===== src/rtl/exe_stage_if.sv =====
// rtl/exe_stage_if.sv - ID/EXE to EXE/MEM bus bundle for the execute stage
//
// Purpose: groups the ID/EXE operand/control inputs, the EXE/MEM registered
// outputs, the zero flag and the stall request of exe_stage into one bundle.
//
// Signals:
//   exe_a, exe_b, exe_imm  32  operands and immediate from ID/EXE
//   exe_rn                  5  destination register number
//   exe_aluc                3  operation select
//   exe_wreg, exe_m2reg, exe_wmem, exe_aluimm, exe_shift, exe_wz  control bits
//   exe_stall               1  hold request to IF/ID and ID/EXE
//   mem_alu, mem_b         32  registered result and store data
//   mem_rn                  5  registered destination register
//   mem_wreg, mem_m2reg, mem_wmem  registered control bits
//   z                       1  zero-flag register
//
// Modports: slave is the execute stage, master is the upstream/downstream side.
interface exe_stage_if;
  logic [31:0] exe_a;
  logic [31:0] exe_b;
  logic [31:0] exe_imm;
  logic [4:0]  exe_rn;
  logic [2:0]  exe_aluc;
  logic        exe_wreg;
  logic        exe_m2reg;
  logic        exe_wmem;
  logic        exe_aluimm;
  logic        exe_shift;
  logic        exe_wz;
  logic        exe_stall;
  logic [31:0] mem_alu;
  logic [31:0] mem_b;
  logic [4:0]  mem_rn;
  logic        mem_wreg;
  logic        mem_m2reg;
  logic        mem_wmem;
  logic        z;

  modport slave (
    input  exe_a, exe_b, exe_imm, exe_rn, exe_aluc,
    input  exe_wreg, exe_m2reg, exe_wmem, exe_aluimm, exe_shift, exe_wz,
    output exe_stall,
    output mem_alu, mem_b, mem_rn, mem_wreg, mem_m2reg, mem_wmem, z
  );

  modport master (
    output exe_a, exe_b, exe_imm, exe_rn, exe_aluc,
    output exe_wreg, exe_m2reg, exe_wmem, exe_aluimm, exe_shift, exe_wz,
    input  exe_stall,
    input  mem_alu, mem_b, mem_rn, mem_wreg, mem_m2reg, mem_wmem, z
  );
endinterface


===== src/rtl/exe_stage.sv =====
// rtl/exe_stage.sv - pipeline execute stage with ALU, shifter and iterative multiply
//
// Purpose: single-cycle ALU/shift operations, a 32-cycle radix-2 shift-add
// multiply and the zero flag. Results are registered, so this block is also
// the EXE/MEM pipeline register. A multiply raises exe_stall to freeze the
// upstream pipeline until the product is ready.
//
// Ports:
//   clk   in  1  pipeline clock, rising edge
//   clrn  in  1  asynchronous active-low reset
//   bus   slave modport of exe_stage_if (ID/EXE inputs, EXE/MEM outputs,
//         zero flag, stall request)
module exe_stage (
  input  logic        clk,
  input  logic        clrn,
  exe_stage_if.slave  bus
);

  localparam logic [2:0] ALU_ADD = 3'b000;
  localparam logic [2:0] ALU_SUB = 3'b001;
  localparam logic [2:0] ALU_AND = 3'b010;
  localparam logic [2:0] ALU_OR  = 3'b011;
  localparam logic [2:0] ALU_SLL = 3'b100;
  localparam logic [2:0] ALU_SRL = 3'b101;
  localparam logic [2:0] ALU_SRA = 3'b110;
  localparam logic [2:0] ALU_MUL = 3'b111;

  typedef enum logic {
    IDLE = 1'b0,
    MUL  = 1'b1
  } state_t;

  state_t      state;
  state_t      state_nxt;
  logic        stall_c;

  logic [4:0]  count;
  logic [31:0] mcand;
  logic [31:0] mplier;
  logic [31:0] prod;
  logic [31:0] prod_step;
  logic [4:0]  rn_l;
  logic        wz_l;
  logic        m2reg_l;

  logic [31:0] op_a;
  logic [31:0] op_b;
  logic [31:0] alu_res;
  logic        start;
  logic        last;

  logic [31:0] mem_alu_r;
  logic [31:0] mem_b_r;
  logic [4:0]  mem_rn_r;
  logic        mem_wreg_r;
  logic        mem_m2reg_r;
  logic        mem_wmem_r;
  logic        z_r;

  // Operand selection: shift amount comes from the sa field of the immediate.
  assign op_a = bus.exe_shift  ? {27'b0, bus.exe_imm[10:6]} : bus.exe_a;
  assign op_b = bus.exe_aluimm ? bus.exe_imm : bus.exe_b;

  // A bubble (wreg=0) carrying a stale MUL opcode must not start a multiply.
  assign start = (state == IDLE) && (bus.exe_aluc == ALU_MUL) && bus.exe_wreg;
  assign last  = (state == MUL) && (count == 5'd31);

  always_comb begin
    alu_res = 32'd0;
    case (bus.exe_aluc)
      ALU_ADD: alu_res = op_a + op_b;
      ALU_SUB: alu_res = op_a - op_b;
      ALU_AND: alu_res = op_a & op_b;
      ALU_OR:  alu_res = op_a | op_b;
      ALU_SLL: alu_res = op_b << op_a[4:0];
      ALU_SRL: alu_res = op_b >> op_a[4:0];
      ALU_SRA: alu_res = $unsigned($signed(op_b) >>> op_a[4:0]);
      // MUL goes through the iterative datapath; the single-cycle path
      // only sees it as a bubble, whose result is never consumed.
      ALU_MUL: alu_res = 32'd0;
      default: alu_res = 32'd0;
    endcase
  end

  // One shift-add iteration: multiplier bit 0 selects the shifted multiplicand.
  assign prod_step = prod + (mplier[0] ? mcand : 32'd0);

  always_ff @(posedge clk or negedge clrn) begin
    if (!clrn) begin
      state <= IDLE;
    end else begin
      state <= state_nxt;
    end
  end

  always_comb begin
    state_nxt = state;
    stall_c   = 1'b0;
    case (state)
      IDLE: begin
        if (start) begin
          state_nxt = MUL;
          stall_c   = 1'b1;
        end
      end
      MUL: begin
        if (count == 5'd31) begin
          state_nxt = IDLE;
        end else begin
          stall_c = 1'b1;
        end
      end
      default: state_nxt = IDLE;
    endcase
  end

  // Stall is masked by reset so upstream is released as soon as clrn drops.
  assign bus.exe_stall = stall_c & clrn;

  // Multiply datapath: operand latches, partial product and iteration count.
  always_ff @(posedge clk or negedge clrn) begin
    if (!clrn) begin
      count   <= 5'd0;
      mcand   <= 32'd0;
      mplier  <= 32'd0;
      prod    <= 32'd0;
      rn_l    <= 5'd0;
      wz_l    <= 1'b0;
      m2reg_l <= 1'b0;
    end else if (start) begin
      count   <= 5'd0;
      mcand   <= op_a;
      mplier  <= op_b;
      prod    <= 32'd0;
      rn_l    <= bus.exe_rn;
      wz_l    <= bus.exe_wz;
      m2reg_l <= bus.exe_m2reg;
    end else if (state == MUL) begin
      count  <= count + 5'd1;
      mcand  <= mcand << 1;
      mplier <= mplier >> 1;
      prod   <= prod_step;
    end
  end

  // EXE/MEM pipeline register and zero flag.
  always_ff @(posedge clk or negedge clrn) begin
    if (!clrn) begin
      mem_alu_r   <= 32'd0;
      mem_b_r     <= 32'd0;
      mem_rn_r    <= 5'd0;
      mem_wreg_r  <= 1'b0;
      mem_m2reg_r <= 1'b0;
      mem_wmem_r  <= 1'b0;
      z_r         <= 1'b0;
    end else if (last) begin
      mem_alu_r   <= prod_step;
      mem_rn_r    <= rn_l;
      mem_wreg_r  <= 1'b1;
      mem_m2reg_r <= m2reg_l;
      mem_wmem_r  <= 1'b0;
      if (wz_l) begin
        z_r <= (prod_step == 32'd0);
      end
    end else if (start || (state == MUL)) begin
      // Bubble while the multiply is in flight.
      mem_wreg_r  <= 1'b0;
      mem_m2reg_r <= 1'b0;
      mem_wmem_r  <= 1'b0;
    end else begin
      mem_alu_r   <= alu_res;
      mem_b_r     <= bus.exe_b;
      mem_rn_r    <= bus.exe_rn;
      mem_wreg_r  <= bus.exe_wreg;
      mem_m2reg_r <= bus.exe_m2reg;
      mem_wmem_r  <= bus.exe_wmem;
      if (bus.exe_wz) begin
        z_r <= (alu_res == 32'd0);
      end
    end
  end

  assign bus.mem_alu   = mem_alu_r;
  assign bus.mem_b     = mem_b_r;
  assign bus.mem_rn    = mem_rn_r;
  assign bus.mem_wreg  = mem_wreg_r;
  assign bus.mem_m2reg = mem_m2reg_r;
  assign bus.mem_wmem  = mem_wmem_r;
  assign bus.z         = z_r;

endmodule


===== src/flat_wrapper.sv =====
// flat-port wrapper written by rule: the top's interface ports become plain ports
module exe_stage_flat 
  (clk, clrn, bus_exe_a, bus_exe_b, bus_exe_imm, bus_exe_rn, bus_exe_aluc, bus_exe_wreg, bus_exe_m2reg, bus_exe_wmem, bus_exe_aluimm, bus_exe_shift, bus_exe_wz, bus_exe_stall, bus_mem_alu, bus_mem_b, bus_mem_rn, bus_mem_wreg, bus_mem_m2reg, bus_mem_wmem, bus_z);
  exe_stage_if bus_i ();
  input  logic clk;
  input  logic clrn;
  input wire logic [$bits(bus_i.exe_a)-1:0] bus_exe_a;
  input wire logic [$bits(bus_i.exe_b)-1:0] bus_exe_b;
  input wire logic [$bits(bus_i.exe_imm)-1:0] bus_exe_imm;
  input wire logic [$bits(bus_i.exe_rn)-1:0] bus_exe_rn;
  input wire logic [$bits(bus_i.exe_aluc)-1:0] bus_exe_aluc;
  input wire logic [$bits(bus_i.exe_wreg)-1:0] bus_exe_wreg;
  input wire logic [$bits(bus_i.exe_m2reg)-1:0] bus_exe_m2reg;
  input wire logic [$bits(bus_i.exe_wmem)-1:0] bus_exe_wmem;
  input wire logic [$bits(bus_i.exe_aluimm)-1:0] bus_exe_aluimm;
  input wire logic [$bits(bus_i.exe_shift)-1:0] bus_exe_shift;
  input wire logic [$bits(bus_i.exe_wz)-1:0] bus_exe_wz;
  output wire logic [$bits(bus_i.exe_stall)-1:0] bus_exe_stall;
  output wire logic [$bits(bus_i.mem_alu)-1:0] bus_mem_alu;
  output wire logic [$bits(bus_i.mem_b)-1:0] bus_mem_b;
  output wire logic [$bits(bus_i.mem_rn)-1:0] bus_mem_rn;
  output wire logic [$bits(bus_i.mem_wreg)-1:0] bus_mem_wreg;
  output wire logic [$bits(bus_i.mem_m2reg)-1:0] bus_mem_m2reg;
  output wire logic [$bits(bus_i.mem_wmem)-1:0] bus_mem_wmem;
  output wire logic [$bits(bus_i.z)-1:0] bus_z;
  assign bus_i.exe_a = bus_exe_a;
  assign bus_i.exe_b = bus_exe_b;
  assign bus_i.exe_imm = bus_exe_imm;
  assign bus_i.exe_rn = bus_exe_rn;
  assign bus_i.exe_aluc = bus_exe_aluc;
  assign bus_i.exe_wreg = bus_exe_wreg;
  assign bus_i.exe_m2reg = bus_exe_m2reg;
  assign bus_i.exe_wmem = bus_exe_wmem;
  assign bus_i.exe_aluimm = bus_exe_aluimm;
  assign bus_i.exe_shift = bus_exe_shift;
  assign bus_i.exe_wz = bus_exe_wz;
  assign bus_exe_stall = bus_i.exe_stall;
  assign bus_mem_alu = bus_i.mem_alu;
  assign bus_mem_b = bus_i.mem_b;
  assign bus_mem_rn = bus_i.mem_rn;
  assign bus_mem_wreg = bus_i.mem_wreg;
  assign bus_mem_m2reg = bus_i.mem_m2reg;
  assign bus_mem_wmem = bus_i.mem_wmem;
  assign bus_z = bus_i.z;
  exe_stage u_core (.clk(clk), .clrn(clrn), .bus(bus_i));
endmodule

===== config.mk =====
export PLATFORM = sky130hd
export DESIGN_NAME = exe_stage_flat
export DESIGN_NICKNAME = d
export VERILOG_FILES = /design/src/rtl/exe_stage_if.sv /design/src/rtl/exe_stage.sv /design/src/flat_wrapper.sv
export SDC_FILE = /design/constraint.sdc
export NUM_CORES = 1
export LEC_CHECK = 0
export BUFFER_PORTS_ARGS = -buffer_cell sky130_fd_sc_hd__buf_2
export CORE_MARGIN = 2
export CORE_UTILIZATION = 25
export CTS_CLUSTER_SIZE = 14
export DETAILED_ROUTE_END_ITERATION = 12
export HOLD_SLACK_MARGIN = 0.03
export PLACE_DENSITY_LB_ADDON = 0.3
export SLEW_MARGIN = 20
export SYNTH_ARGS = -nofsm -noshare
export SYNTH_HDL_FRONTEND = slang
export SYNTH_SLANG_ARGS = --single-unit

===== constraint.sdc =====
create_clock -name clk -period 10.98 [get_ports clk]
set_input_delay 1.647 -clock clk [delete_from_list [all_inputs] [get_ports clk]]
set_output_delay 1.647 -clock clk [all_outputs]
set_load 0.1 [all_outputs]

==> results of run 1 <==
-- report_power, final --
| group | switching [mW] | total, mW | internal, mW |
|---|---|---|---|
| clock network | 0.315 | 0.691 | 0.375 |
| logic | 1.97 | 2.56 | 0.594 |
| registers | 0.183 | 1.10 | 0.916 |
-- layer usage --
layer  wire length, um  vias to the layer above  track usage, %
li1                  -                     8688               -
met1             38670                     9467           32.19
met2             38910                     1063           36.38
met3              8356                      262           5.805
met4              4962                        4           12.20
met5                23                        -               0
-- final timing paths --
check                                                start  depth (start not counted)                          endpoint  slack, ns
hold reg to reg            u_core.bus.mem_b[2]$_DFFE_PN0P_                          2   u_core.bus.mem_b[2]$_DFFE_PN0P_       0.47
max in group asynchronous                             clrn                          3       u_core.prod[19]$_DFFE_PN0N_       8.11
hold / removal             u_core.bus.mem_b[2]$_DFFE_PN0P_                          2   u_core.bus.mem_b[2]$_DFFE_PN0P_       0.47
setup / recovery                            bus_exe_aluimm                         20          u_core.bus.z$_DFFE_PN0P_       3.72
setup reg to reg              u_core.mplier[0]$_DFFE_PN0N_                         13          u_core.bus.z$_DFFE_PN0P_       6.07
min in group asynchronous                             clrn                          1  u_core.bus.mem_b[24]$_DFFE_PN0P_       1.08
-- stage by stage --
step | instances | hold WS [ns] | util, % | power (mW)
after floorplan | 2250 | 0.4465 | - | 2.952
after global placement | 3279 | 0.4552 | 27.97 | 3.628
after detailed placement | 3279 | 0.4568 | 27.97 | 3.632
after CTS | 3311 | 0.4774 | 28.89 | 4.334
after global routing | 3312 | 0.4961 | 28.91 | 4.563
final | 3315 | 0.4709 | 28.92 | 4.352
-- cells in the final DEF, fill, tap and decap left out, types with 30 or more instances in the layout --
cell,n
o22ai_1,43
ha_1,67
mux2i_1,96
nor2_1,137
nand2_1,328
a22oi_1,78
and2_1,43
buf_2,183
a211oi_1,30
buf_4,63
nor3_1,53
nand3_1,78
o21ai_0,178
inv_1,52
dfrtp_1,181
a21oi_1,150
xnor2_1,48
-- state kept, by name, summed over array words and instances, names as in the netlist, 5 cells and up --
| signal | cells |
|---|---|
| u_core.bus.mem_alu | 32 |
| u_core.bus.mem_b | 32 |
| u_core.bus.mem_rn | 5 |
| u_core.count | 5 |
| u_core.mcand | 32 |
| u_core.mplier | 32 |
| u_core.prod | 32 |
| u_core.rn_l | 5 |
-- critical path, stage by stage --
cell	delay [ns]
buf_4	0.34
buf_4	0.60
mux2i_1	0.57
ha_1	0.29
nand4_1	0.25
nor3_2	0.43
nand2_1	0.15
o21ai_0	0.24
xnor2_1	0.10
ha_1	0.40
a21oi_1	0.32
o21bai_1	0.11
a21oi_1	0.33
o311a_1	0.26
nand4_1	0.13
a221oi_1	0.60
nand2_1	0.10
a2111oi_0	0.40
and4_1	0.24
a31o_1	0.13
-- cell families after synthesis --
family                     after synthesis  synth area share [%]
buffers and inverters                  214                 5.640
xor gates and xnor gates                64                 3.150
adders and majority gates               77                 5.386
and+or+nand+nor                        794                 21.19
DFF                                    182                 25.60
AOI/OAI and AO/OA                      769                 29.20
muxes                                  150                 9.831
-- final cells by class --
cell class	count	area [um2]	share of cell area, %
inverters	56	210.2	1.034
clock buffers	18	439.2	2.161
clock inverters	14	203.9	1.004
diodes	4	10.01	0.04926
flip-flops and latches	182	4556	22.42
multi-input cells	1854	12320	60.64
well taps	940	1176	5.788
repair buffers	247	1403	6.903
==> run metrics, run 1 <==
outcome=completed; Final ANT Viol Nets=0; period utilization=66.13%; Final Hold Violating Endpoints=0; Port Buffers=185; Final min period=7.261 ns; slew margin rel.=20.97%; cell row count=97; via-per-instance ratio=5.878; RSZ-0062 raised after global routing=false; pre-CTS WS=3.411 ns; main flop type after synthesis=dfrtp_1; hold crit path type=reg -> reg; Initial DRC Count=2552; crit path DAT=7.68 ns; Max Root-Sink Buffers=2; post-CTS setup buffers=0; Mapped Cells=2250; post-route cell area=20320 um2; global-route wire length before repair=131.1 mm; Syn Std Cell Area=17790 um2; fillcell total=7637; Max Cap Viol=0; clock root buffer=clkbuf_16; full die area=73320 um2; initial antenna violation count=6; Syn Area/Cell=7.908 um2; Final Max Slew Viols=0; placed inst area=19660 um2; setup ws final=3.719 ns; core outline area=70270 um2; Cell Pwr Density=214.2 nW/um2; Synth top cells by count=nand2_1 (329), dfrtp_1 (182), o21ai_0 (178), a21oi_1 (150), nor2_1 (139); die height=270.8 um; Avg WL per Cell=27.43 um; Syn Nets=2431; CTS Hold Bufs=0; Least-Margin Pin Slew=1.181 ns; top-count cell post-synth=nand2_1; total track usage=24.20%; Synth area leader=dfrtp_1; share of the yosys chip area belonging to registers=25.60%; final setup vio count=0; fin nets=2539; startpoint types=primary input; Async S/R FF share, synth=100.0%; Unique masters post-synth=102; Area Overhead vs Synth=14.20%; via count=19480; share of cells above drive strength 1=16.20%; Final TNS setup=0 ns; FF+latch count, synth=182; Critical Setup Path Class=in -> reg; gr ovfl total=0; Initial Util=25.32%; Placer Congestion=1.018; Worst Skew=0.02210 ns; worst-path fanout max=41; drt pass-1 iters=7; post-DP HPWL=68.70 mm; Die Wd=270.8 um; post-cts resize count=0; Setup crit end kind=register; worst vdd ir=0.2030 mV; Clk pin slew, worst setup/hold paths=0.08 ns; Routed WL=90.92 mm; Achievable Freq=137.7 MHz; CP required=11.40 ns; Synth area leaders=dfrtp_1 (26%), nand2_1 (6.9%), mux2i_1 (5.5%), o21ai_0 (5.0%), ha_1 (4.7%); synth warn=0; Post-synth EDFFs=0; largest net degree at the start of global routing=76; worst skew pair latency=0.50 ns; TritonCTS clock tree=built; CTS buffer count=17; top-area cell type share of the netlist area=25.60%; CTS HTree Levels=4; Num Clock Sinks=182; Lkg Pwr=8.842 nW; Post-route DRC=0; vias in the first global route=18890; IO Pins=186
(Power assumes the default switching activity.)
==> inputs of run 2 (changes only) <==
--- a/config.mk
+++ b/config.mk
@@ -5,6 +5,7 @@
 export SDC_FILE = /design/constraint.sdc
 export NUM_CORES = 1
 export LEC_CHECK = 0
+export ABC_AREA = 1
 export BUFFER_PORTS_ARGS = -buffer_cell sky130_fd_sc_hd__buf_2
 export CORE_MARGIN = 2
 export CORE_UTILIZATION = 25
==> constraint.sdc (replaced) <==
create_clock -name clk -period 6.1 [get_ports clk]
set_input_delay 0.915 -clock clk [delete_from_list [all_inputs] [get_ports clk]]
set_output_delay 0.915 -clock clk [all_outputs]
set_load 0.1 [all_outputs]
==> run 2 against run 1 <==
  * Clock skew shrank 0.0038 ns
  * Hold slack got worse by 0.11 ns
  * Die area decreased by 1.7%
==> run metrics, run 2 <==
Reg2Reg Depth=16; total track usage=23.19%; Mapped Cells=2895; drt pass-1 iters=6; cell row count=96; TritonCTS clock tree=built; area taken by multi-input logic gates=11280 um2; met3 WL post-DR=6.972 mm; top-count cell post-synth=nand2_1; share of the yosys chip area belonging to registers=26.05%; Max Cap Viol=0; full die area=72070 um2; Synth top cells by count=nand2_1 (1090), nand3_1 (354), inv_1 (266), nor2_1 (210), dfrtp_1 (182); Syn Area/Cell=6.040 um2; clock root buffer=clkbuf_16; final hold slack=0.3610 ns; worst-path fanout max=15; register area=4556 um2; Initial Util=25.36%; IO Pins=186; gr ovfl total=0; worst skew pair latency=0.50 ns; hold crit path type=in -> async; most common cell after layout, fill and taps aside=nand2_1; Post-route DRC=0; CP required=6.53 ns; share of cells above drive strength 1=10.85%; Synth area leader=dfrtp_1; main flop type after synthesis=dfrtp_1; outcome=completed; global-route wire length before repair=124.5 mm; Cell Pwr Density=397.4 nW/um2; core outline area=68950 um2; post-DP HPWL=65.94 mm; CTS Hold Bufs=0; Final Max Slew Viols=0; vias in the first global route=19440; most used cell, CP=nand2_1; worst vdd ir=0.3108 mV; Final TNS setup=0 ns; crit path DAT=5.57 ns; met1 wire length=36.49 mm; Worst Skew=0.01826 ns; CP max stage cell=ha_1; Die Wd=268.5 um; Syn Std Cell Area=17490 um2; Routed WL=83.46 mm; fin nets=3210; Critical Setup Path Class=in -> reg; Initial DRC Count=2480; via count=20460; Area Overhead vs Synth=14.58%; Synth area leaders=dfrtp_1 (26%), nand2_1 (23%), nand3_1 (10%), inv_1 (5.7%), ha_1 (4.8%); post-cts resize count=0; Lkg Pwr=10.44 nW; Async S/R FF share, synth=100.0%; Num Clock Sinks=182; Post-synth EDFFs=0; post-CTS setup buffers=0; Unique masters post-synth=54; Port Buffers=185; via-per-instance ratio=5.149; Achievable Freq=194.4 MHz; die height=268.5 um; RSZ-0062 raised after global routing=false; startpoint types=primary input; Least-Margin Pin Slew=0.9760 ns; period utilization=84.33%; top-area cell type share of the netlist area=26.05%; Avg WL per Cell=21.00 um; Final min period=5.144 ns; Setup crit end kind=register; Max Root-Sink Buffers=2; commonest non-fill, non-tap cells in the layout=nand2_1 (1090), nand3_1 (354), inv_1 (266); initial antenna violation count=3; CTS buffer count=17; Clk pin slew, worst setup/hold paths=0.08 ns; Largest stage delay, worst path=0.40 ns; Final ANT Viol Nets=0; Final Hold Violating Endpoints=0; largest net degree at the start of global routing=65; final setup vio count=0; FF+latch count, synth=182; fillcell total=7955; Syn Nets=3076; met2 WL post-DR=36.87 mm; slew margin rel.=34.70%; Placer Congestion=1.020; CTS HTree Levels=4; synth warn=0; Highest Signal Layer=met5
-- run 2: cell count changes after synthesis, moves of 33 or more --
cell and delta:
xnor2_1 -38, o22ai_1 -40, clkbuf_1 -33, inv_1 +214
nor2_1 +71, a22oi_1 -76, nand2_1 +761, and2_1 -41
nand3_1 +276, nor3_1 -35, mux2i_1 -98
-- run 2: cell families (layout without fill, tap and decap cells) --
logic type                 Yosys count  in the layout  synth area share (%)
DFF                                182            182                 26.05
xor gates and xnor gates            56             56                 2.805
adders and majority gates           69             69                 5.023
and+or+nand+nor                   1749           1749                 41.52
AOI/OAI and AO/OA                  430            430                 14.97
other                                0              1                     0
buffers and inverters              409            556                 9.631
-- run 2: report_power, final --
| group | total, mW | leakage, nW | switching [mW] | internal, mW |
|---|---|---|---|---|
| clock | 1.19 | 0.295 | 0.599 | 0.588 |
| combinational | 4.78 | 7.79 | 3.76 | 1.02 |
| sequential | 2.00 | 2.35 | 0.292 | 1.70 |
-- run 2: area by class of cell --
cell class / count / area share, %
antenna: 1 / 0.01249
multi-input combinational: 2304 / 56.28
clock buffer: 17 / 2.123
sequential: 182 / 22.74
clock inverter: 15 / 0.8993
tap: 931 / 5.814
inverter: 282 / 5.327
timing repair buffer: 242 / 6.801
-- run 2: per-layer routing --
| layer | up-vias | global-route usage (%) |
|---|---|---|
| li1 | 9776 | - |
| met1 | 9690 | 31.06 |
| met5 | - | 0 |
| met2 | 861 | 36.24 |
| met4 | 4 | 8.799 |
| met3 | 131 | 5.288 |
-- run 2: worst max-delay path: cells and delay by family --
kind | cells | cell delay [ns]
compound gates | 3 | 0.52
fa+ha+maj | 2 | 0.57
simple gates | 20 | 2.98
xor+xnor | 1 | 0.10
buf+inv | 3 | 0.50
-- run 2: stage by stage --
step / setup slack, ns / area, um2 / power (mW) / instances / util [%]
after floorplan: 1.394 / 17490 / 5.524 / 2895 / -
final: 0.9556 / 20030 / 7.962 / 3974 / 29.06
after global placement: 0.5645 / 19420 / 6.744 / 3941 / 28.17
after global routing: 0.3921 / 20030 / 8.449 / 3973 / 29.05
after CTS: 1.027 / 20030 / 7.958 / 3973 / 29.05
after detailed placement: 0.5379 / 19420 / 6.751 / 3941 / 28.17
-- run 2: final timing paths --
check | slack, ns | startpoint | endpoint
max in group asynchronous | 4.07 | clrn | u_core.bus.mem_b[19]$_DFFE_PN0P_
min reg2reg | 0.47 | u_core.bus.mem_b[9]$_DFFE_PN0P_ | u_core.bus.mem_b[9]$_DFFE_PN0P_
max | 0.96 | bus_exe_aluimm | u_core.bus.z$_DFFE_PN0P_
max reg2reg | 2.47 | u_core.mplier[0]$_DFFE_PN0N_ | u_core.bus.z$_DFFE_PN0P_
min | 0.36 | clrn | u_core.bus.mem_alu[24]$_DFFE_PN0P_
min in group clk | 0.47 | u_core.bus.mem_b[9]$_DFFE_PN0P_ | u_core.bus.mem_b[9]$_DFFE_PN0P_
